## src/rtl/stream_demux_pkg.sv

```systemverilog
// Shared types and helpers for the packet stream demultiplexer.
package stream_demux_pkg;

   typedef enum logic [1:0] {
      IDLE  = 2'd0,
      ROUTE = 2'd1,
      DROP  = 2'd2
   } state_e;

   // Low bit index of output lane ch in a flat lane-packed bus.
   function automatic int lane_lo(input int ch, input int width);
      return ch * width;
   endfunction

endpackage

```

## src/rtl/stream_demux_1n.sv

```systemverilog
// Registered 1:N packet demultiplexer with valid/ready on every stream.
// The channel is latched on the first beat of a packet; packets addressed
// past the last channel are swallowed and counted.
//
//   state | meaning
//   ------+-----------------------------------------------------------
//   IDLE  | waiting for the first beat of a packet; s_sel is decoded
//   ROUTE | packet open, beats go to the latched channel, s_sel ignored
//   DROP  | packet addressed out of range, beats accepted and discarded
module stream_demux_1n
   import stream_demux_pkg::*;
#(
   parameter int N_OUT  = 8,
   parameter int DATA_W = 8,
   parameter int SEL_W  = $clog2(N_OUT) + 1,
   parameter int CNT_W  = 16
) (
   input  logic                      clk,
   input  logic                      rst,
   input  logic                      s_valid,
   output logic                      s_ready,
   input  logic [DATA_W-1:0]         s_data,
   input  logic [SEL_W-1:0]          s_sel,
   input  logic                      s_last,
   output logic [N_OUT-1:0]          m_valid,
   input  logic [N_OUT-1:0]          m_ready,
   output logic [N_OUT*DATA_W-1:0]   m_data,
   output logic [N_OUT-1:0]          m_last,
   output logic                      drop_pkt,
   output logic [CNT_W-1:0]          drop_cnt
);

   localparam int               CH_W      = $clog2(N_OUT);
   localparam logic [SEL_W-1:0] SEL_LIMIT = SEL_W'(N_OUT);

   state_e             state_q, state_d;
   logic [CH_W-1:0]    ch_q, ch_d;
   logic               out_valid_q, out_valid_d;
   logic [DATA_W-1:0]  out_data_q, out_data_d;
   logic               out_last_q, out_last_d;
   logic [CH_W-1:0]    out_ch_q, out_ch_d;
   logic               drop_pkt_q, drop_pkt_d;
   logic [CNT_W-1:0]   drop_cnt_q, drop_cnt_d;

   logic [N_OUT-1:0]   ch_hot;
   logic               drain;
   logic               sel_oor;
   logic               accept;

   // Lane fan-out: only the held channel sees the register, others read 0.
   for (genvar i = 0; i < N_OUT; i++) begin : g_lane
      assign ch_hot[i]  = (out_ch_q == CH_W'(i));
      assign m_valid[i] = out_valid_q & ch_hot[i];
      assign m_last[i]  = m_valid[i] & out_last_q;
      assign m_data[lane_lo(i, DATA_W) +: DATA_W] = m_valid[i] ? out_data_q : '0;
   end

   // Ready of the currently held channel; decoded one-hot so a non power of
   // two N_OUT never indexes past the ready vector.
   assign drain    = |(ch_hot & m_ready);
   assign sel_oor  = (s_sel >= SEL_LIMIT);
   assign s_ready  = (state_q == DROP) | ((state_q == IDLE) & sel_oor) |
                     ~out_valid_q | drain;
   assign accept   = s_valid & s_ready;
   assign drop_pkt = drop_pkt_q;
   assign drop_cnt = drop_cnt_q;

   // Next-state, output register load and drop accounting.
   always_comb begin
      state_d     = state_q;
      ch_d        = ch_q;
      out_valid_d = out_valid_q & ~drain;
      out_data_d  = out_data_q;
      out_last_d  = out_last_q;
      out_ch_d    = out_ch_q;
      drop_pkt_d  = 1'b0;
      drop_cnt_d  = drop_cnt_q;
      if (accept) begin
         unique case (state_q)
            IDLE: begin
               if (sel_oor) begin
                  drop_pkt_d = 1'b1;
                  if (drop_cnt_q != '1) begin
                     drop_cnt_d = drop_cnt_q + CNT_W'(1);
                  end
                  state_d = s_last ? IDLE : DROP;
               end else begin
                  ch_d        = s_sel[CH_W-1:0];
                  out_valid_d = 1'b1;
                  out_data_d  = s_data;
                  out_last_d  = s_last;
                  out_ch_d    = s_sel[CH_W-1:0];
                  state_d     = s_last ? IDLE : ROUTE;
               end
            end
            ROUTE: begin
               out_valid_d = 1'b1;
               out_data_d  = s_data;
               out_last_d  = s_last;
               out_ch_d    = ch_q;
               if (s_last) begin
                  state_d = IDLE;
               end
            end
            DROP: begin
               if (s_last) begin
                  state_d = IDLE;
               end
            end
            default: begin
               state_d = IDLE;
            end
         endcase
      end
   end

   // State and output registers; reset wins over any handshake in the cycle.
   always_ff @(posedge clk) begin
      if (rst) begin
         state_q     <= IDLE;
         ch_q        <= '0;
         out_valid_q <= 1'b0;
         out_data_q  <= '0;
         out_last_q  <= 1'b0;
         out_ch_q    <= '0;
         drop_pkt_q  <= 1'b0;
         drop_cnt_q  <= '0;
      end else begin
         state_q     <= state_d;
         ch_q        <= ch_d;
         out_valid_q <= out_valid_d;
         out_data_q  <= out_data_d;
         out_last_q  <= out_last_d;
         out_ch_q    <= out_ch_d;
         drop_pkt_q  <= drop_pkt_d;
         drop_cnt_q  <= drop_cnt_d;
      end
   end

endmodule

```

## config.mk

```make
export PLATFORM = sky130hd
export DESIGN_NAME = stream_demux_1n
export DESIGN_NICKNAME = d
export VERILOG_FILES = /design/src/rtl/stream_demux_pkg.sv /design/src/rtl/stream_demux_1n.sv
export SDC_FILE = /design/constraint.sdc
export NUM_CORES = 1
export LEC_CHECK = 0
export ABC_AREA = 1
export BUFFER_PORTS_ARGS = -buffer_cell sky130_fd_sc_hd__buf_2
export CAP_MARGIN = 20
export CORE_ASPECT_RATIO = 1.4
export CORE_MARGIN = 1
export CORE_UTILIZATION = 50
export CTS_CLUSTER_SIZE = 10
export DETAILED_ROUTE_END_ITERATION = 16
export GPL_TIMING_DRIVEN = 0
export PLACE_DENSITY_LB_ADDON = 0.25
export SLEW_MARGIN = 20
export SYNTH_ARGS = -nofsm -noshare
export SYNTH_HDL_FRONTEND = slang
export SYNTH_SLANG_ARGS = --single-unit
```

## constraint.sdc

```tcl
create_clock -name clk -period 2.58 [get_ports clk]
set_input_delay 0.516 -clock clk [delete_from_list [all_inputs] [get_ports clk]]
set_output_delay 0.516 -clock clk [all_outputs]
set_load 0.02 [all_outputs]
```

==> metrics.json <==
{
  "outcome": {"value": "finished, final reports clean"},
  "antennaDiodeCount": {"value": 0},
  "hold_ws": {"value": 0.422, "unit": "ns"},
  "via_per_inst": {"value": 5.10},
  "cts_inserted_buffers": {"value": 5},
  "drt_pass1_iterations": {"value": 4},
  "finalWorstPathRequiredPeriod": {"value": 2.39, "unit": "ns"},
  "synth_nets": {"value": 414},
  "synthesis.instances": {"value": 386},
  "antenna_found_initial": {"value": 0},
  "grt_start_max_net_pins": {"value": 13},
  "starting_density": {"value": 0.527},
  "timing.setup.tns": {"value": 0, "unit": "ns"},
  "fill_cells": {"value": 427},
  "clock_path_buffers": {"value": 2},
  "yosys_register_bits": {"value": 35},
  "grt_util_overall": {"value": 0.294},
  "detailroute.via_count": {"value": 2941},
  "post_synth_edffs": {"value": 0},
  "routed_wirelength": {"value": 7.49, "unit": "mm"},
  "timing.max_cap.violations": {"value": 0},
  "detail_route.iter0.violations": {"value": 128},
  "worstPathRequired": {"value": 2.06, "unit": "ns"},
  "placementRows": {"value": 29},
  "finalSetupViolations": {"value": 0},
  "layout_worst_path_cycle_share": {"value": 0.926},
  "mappedNetlistArea": {"value": 0.00241, "unit": "mm^2"},
  "netlist.top_cell.by_area": {"value": "sky130_fd_sc_hd__dfxtp_1"},
  "gr-total-overflow": {"value": 0},
  "worstPathArrival": {"value": 1.87, "unit": "ns"},
  "holdCritPathClass": {"value": "input pin to register"},
  "yosysSeqAreaShare": {"value": 0.291},
  "end_kind": {"value": "primary output"},
  "synth_to_layout_area_growth": {"value": 32.5, "unit": "%"},
  "yosys_warnings": {"value": 0},
  "synth_top_cells_by_area": {"value": "sky130_fd_sc_hd__dfxtp_1 (29%), sky130_fd_sc_hd__nor2_1 (18%), sky130_fd_sc_hd__nand2_1 (11%)"},
  "clk_slew_on_worst_s_h_paths": {"value": 0.08, "unit": "ns"},
  "design.portCount": {"value": 122},
  "synth.distinct_cells": {"value": 30},
  "slew_headroom": {"value": 0.588},
  "htree_levels": {"value": 2},
  "clock_skew": {"value": 0.00370, "unit": "ns"},
  "design.die.area": {"value": 0.00511, "unit": "mm^2"},
  "worst_skew_pair.late_latency": {"value": 0.29, "unit": "ns"},
  "yosys.cell_count.top_type": {"value": "sky130_fd_sc_hd__nor2_1"},
  "total_power": {"value": 1290, "unit": "uW"},
  "startpoint_kind_of_the_worst_setup_timing_path": {"value": "register"},
  "power.density": {"value": 403, "unit": "mW/mm^2"},
  "height_of_the_die": {"value": 84.1, "unit": "um"},
  "post_cts_resize_count": {"value": 0},
  "static-leakage-power": {"value": 0.00154, "unit": "uW"},
  "multi_input_comb_area": {"value": 0.00145, "unit": "mm^2"},
  "cts_sinks": {"value": 35},
  "clk_root_buffer_cell": {"value": "sky130_fd_sc_hd__clkbuf_8"},
  "synth_top_flop_cell": {"value": "sky130_fd_sc_hd__dfxtp_1"},
  "placeableCoreArea": {"value": 0.00457, "unit": "mm^2"},
  "final-hold-violation-count": {"value": 0},
  "worst-setup-path-type": {"value": "register to primary output"},
  "synth_top_cells_by_count": {"value": "sky130_fd_sc_hd__nor2_1 (117), sky130_fd_sc_hd__nand2_1 (70), sky130_fd_sc_hd__dfxtp_1 (35), sky130_fd_sc_hd__inv_1 (30), sky130_fd_sc_hd__nand4_1 (28)"},
  "timing.final.max_slew_violations": {"value": 0},
  "placement.io_buffers": {"value": 121},
  "routedWlPerCell": {"value": 13.0, "unit": "um"},
  "grt_use_met2": {"value": 0.596},
  "route.antenna.remaining_nets": {"value": 0},
  "pre_cts_ws": {"value": 0.527, "unit": "ns"},
  "postCtsHoldBufs": {"value": 0},
  "syn-mean-instance-area": {"value": 6.24, "unit": "um^2"},
  "area.sequential": {"value": 701, "unit": "um^2"},
  "met1_usage": {"value": 0.247},
  "wire_length_of_the_first_global_routing_pass": {"value": 11.4, "unit": "mm"},
  "cts_setup_buffers": {"value": 0},
  "grt_setup_unrepaired": {"value": "no"},
  "synth-async-reset-ratio": {"value": 0},
  "hpwlAfterDp": {"value": 5.85, "unit": "mm"},
  "synth_top_area_frac": {"value": 0.291},
  "timing.fmax": {"value": 419, "unit": "MHz"},
  "gr-max-usage-layer": {"value": "met2"},
  "grt_use_met3": {"value": 0.0693},
  "peakVddDrop": {"value": 0.364, "unit": "mV"},
  "drc_errors": {"value": 0},
  "layout_cell_share_with_drive_strength_beyond_1": {"value": 0.330},
  "worst_slew_pin_slew": {"value": 0.618, "unit": "ns"},
  "chipWidth": {"value": 60.7, "unit": "um"},
  "final_wtd_congestion": {"value": 0.860},
  "first_global_vias": {"value": 2627},
  "tritoncts_clock_tree": {"value": "done"},
  "cp_max_fo": {"value": 9},
  "post_layout_worst_setup_margin": {"value": 0.191, "unit": "ns"},
  "nets": {"value": 542}
}
[logic make-up (layout without fill, tap and decap cells)]
family	Yosys count	after routing	share of synthesized area
fa+ha+maj	4	4	0.0208
simple gates	249	249	0.468
flops	35	35	0.291
xor+xnor	7	7	0.0254
buf+inv	56	185	0.106
compound gates	35	35	0.0883
[placed cells by master, fill, tap and decap left out, drive strengths merged]
master	synthesis	final
nand2	71	71
clkbuf	2	8
inv	39	39
xor2	5	5
dfxtp	35	35
a21oi	23	23
buf	12	133
nand3	18	18
ha	4	4
nor3	3	3
o21ai	12	12
nor2	122	122
clkinvlp	0	1
clkinv	3	4
xnor2	2	2
nand3b	1	1
nand4	28	28
nor4	6	6
[sequential cells by signal, summed over array words and instances, names as in the netlist]
register and cells:
state_q 2, out_data_q 8, drop_cnt 16, drop_pkt 1, out_last_q 1, ch_q 3
out_ch_q 3, out_valid_q 1
[routing by layer]
layer / wire length, um / up-vias
met5: 0 / -
met4: 175 / 0
met3: 429 / 17
met2: 4190 / 111
met1: 2700 / 1318
li1: - / 1495
[power breakdown]
| part | total [uW] | internal [uW] | switching [uW] |
|---|---|---|---|
| sequential | 581 | 566 | 14.7 |
| clock | 435 | 218 | 217 |
| combinational | 270 | 82.8 | 187 |
| total | 1290 | 867 | 419 |
[stage by stage]
| stage | cell area, um^2 | utilization | instances |
|---|---|---|---|
| final | 3190 | 0.698 | 577 |
| after global routing | 3190 | 0.698 | 577 |
| after CTS | 3190 | 0.698 | 577 |
| after detailed placement | 3090 | 0.677 | 569 |
| after global placement | 3090 | 0.677 | 569 |
| after floorplan | 2410 | - | 386 |
[area by class of cell]
| cell class | instances | area share |
|---|---|---|
| plain buffers | 14 | 0.0302 |
| clock buffers | 6 | 0.0259 |
| clock inverters | 2 | 0.00510 |
| inverters | 42 | 0.0502 |
| multi-input cells | 295 | 0.455 |
| flip-flops and latches | 35 | 0.220 |
| well taps | 62 | 0.0243 |
| repair buffers | 121 | 0.190 |
[worst paths after layout]
| kind | depth (start not counted) | slack, ns | from | to |
|---|---|---|---|---|
| worst max-delay path | 6 | 0.19 | out_ch_q[1] | m_data[51] |
| worst min-delay path | 2 | 0.42 | rst | drop_pkt |
| worst max register to register | 10 | 0.68 | drop_cnt[0] | drop_cnt[14] |
| worst min register to register | 2 | 0.49 | out_data_q[4] | out_data_q[4] |
[critical path, stage by stage (launching register included)]
cell and delay (ns):
sky130_fd_sc_hd__dfxtp_1 0.32, sky130_fd_sc_hd__buf_4 0.17, sky130_fd_sc_hd__inv_2 0.09, sky130_fd_sc_hd__nor4_2 0.31, sky130_fd_sc_hd__clkinv_1 0.32, sky130_fd_sc_hd__nor2_1 0.18
sky130_fd_sc_hd__buf_2 0.18
No activity file was read; power rests on OpenSTA's default activity.
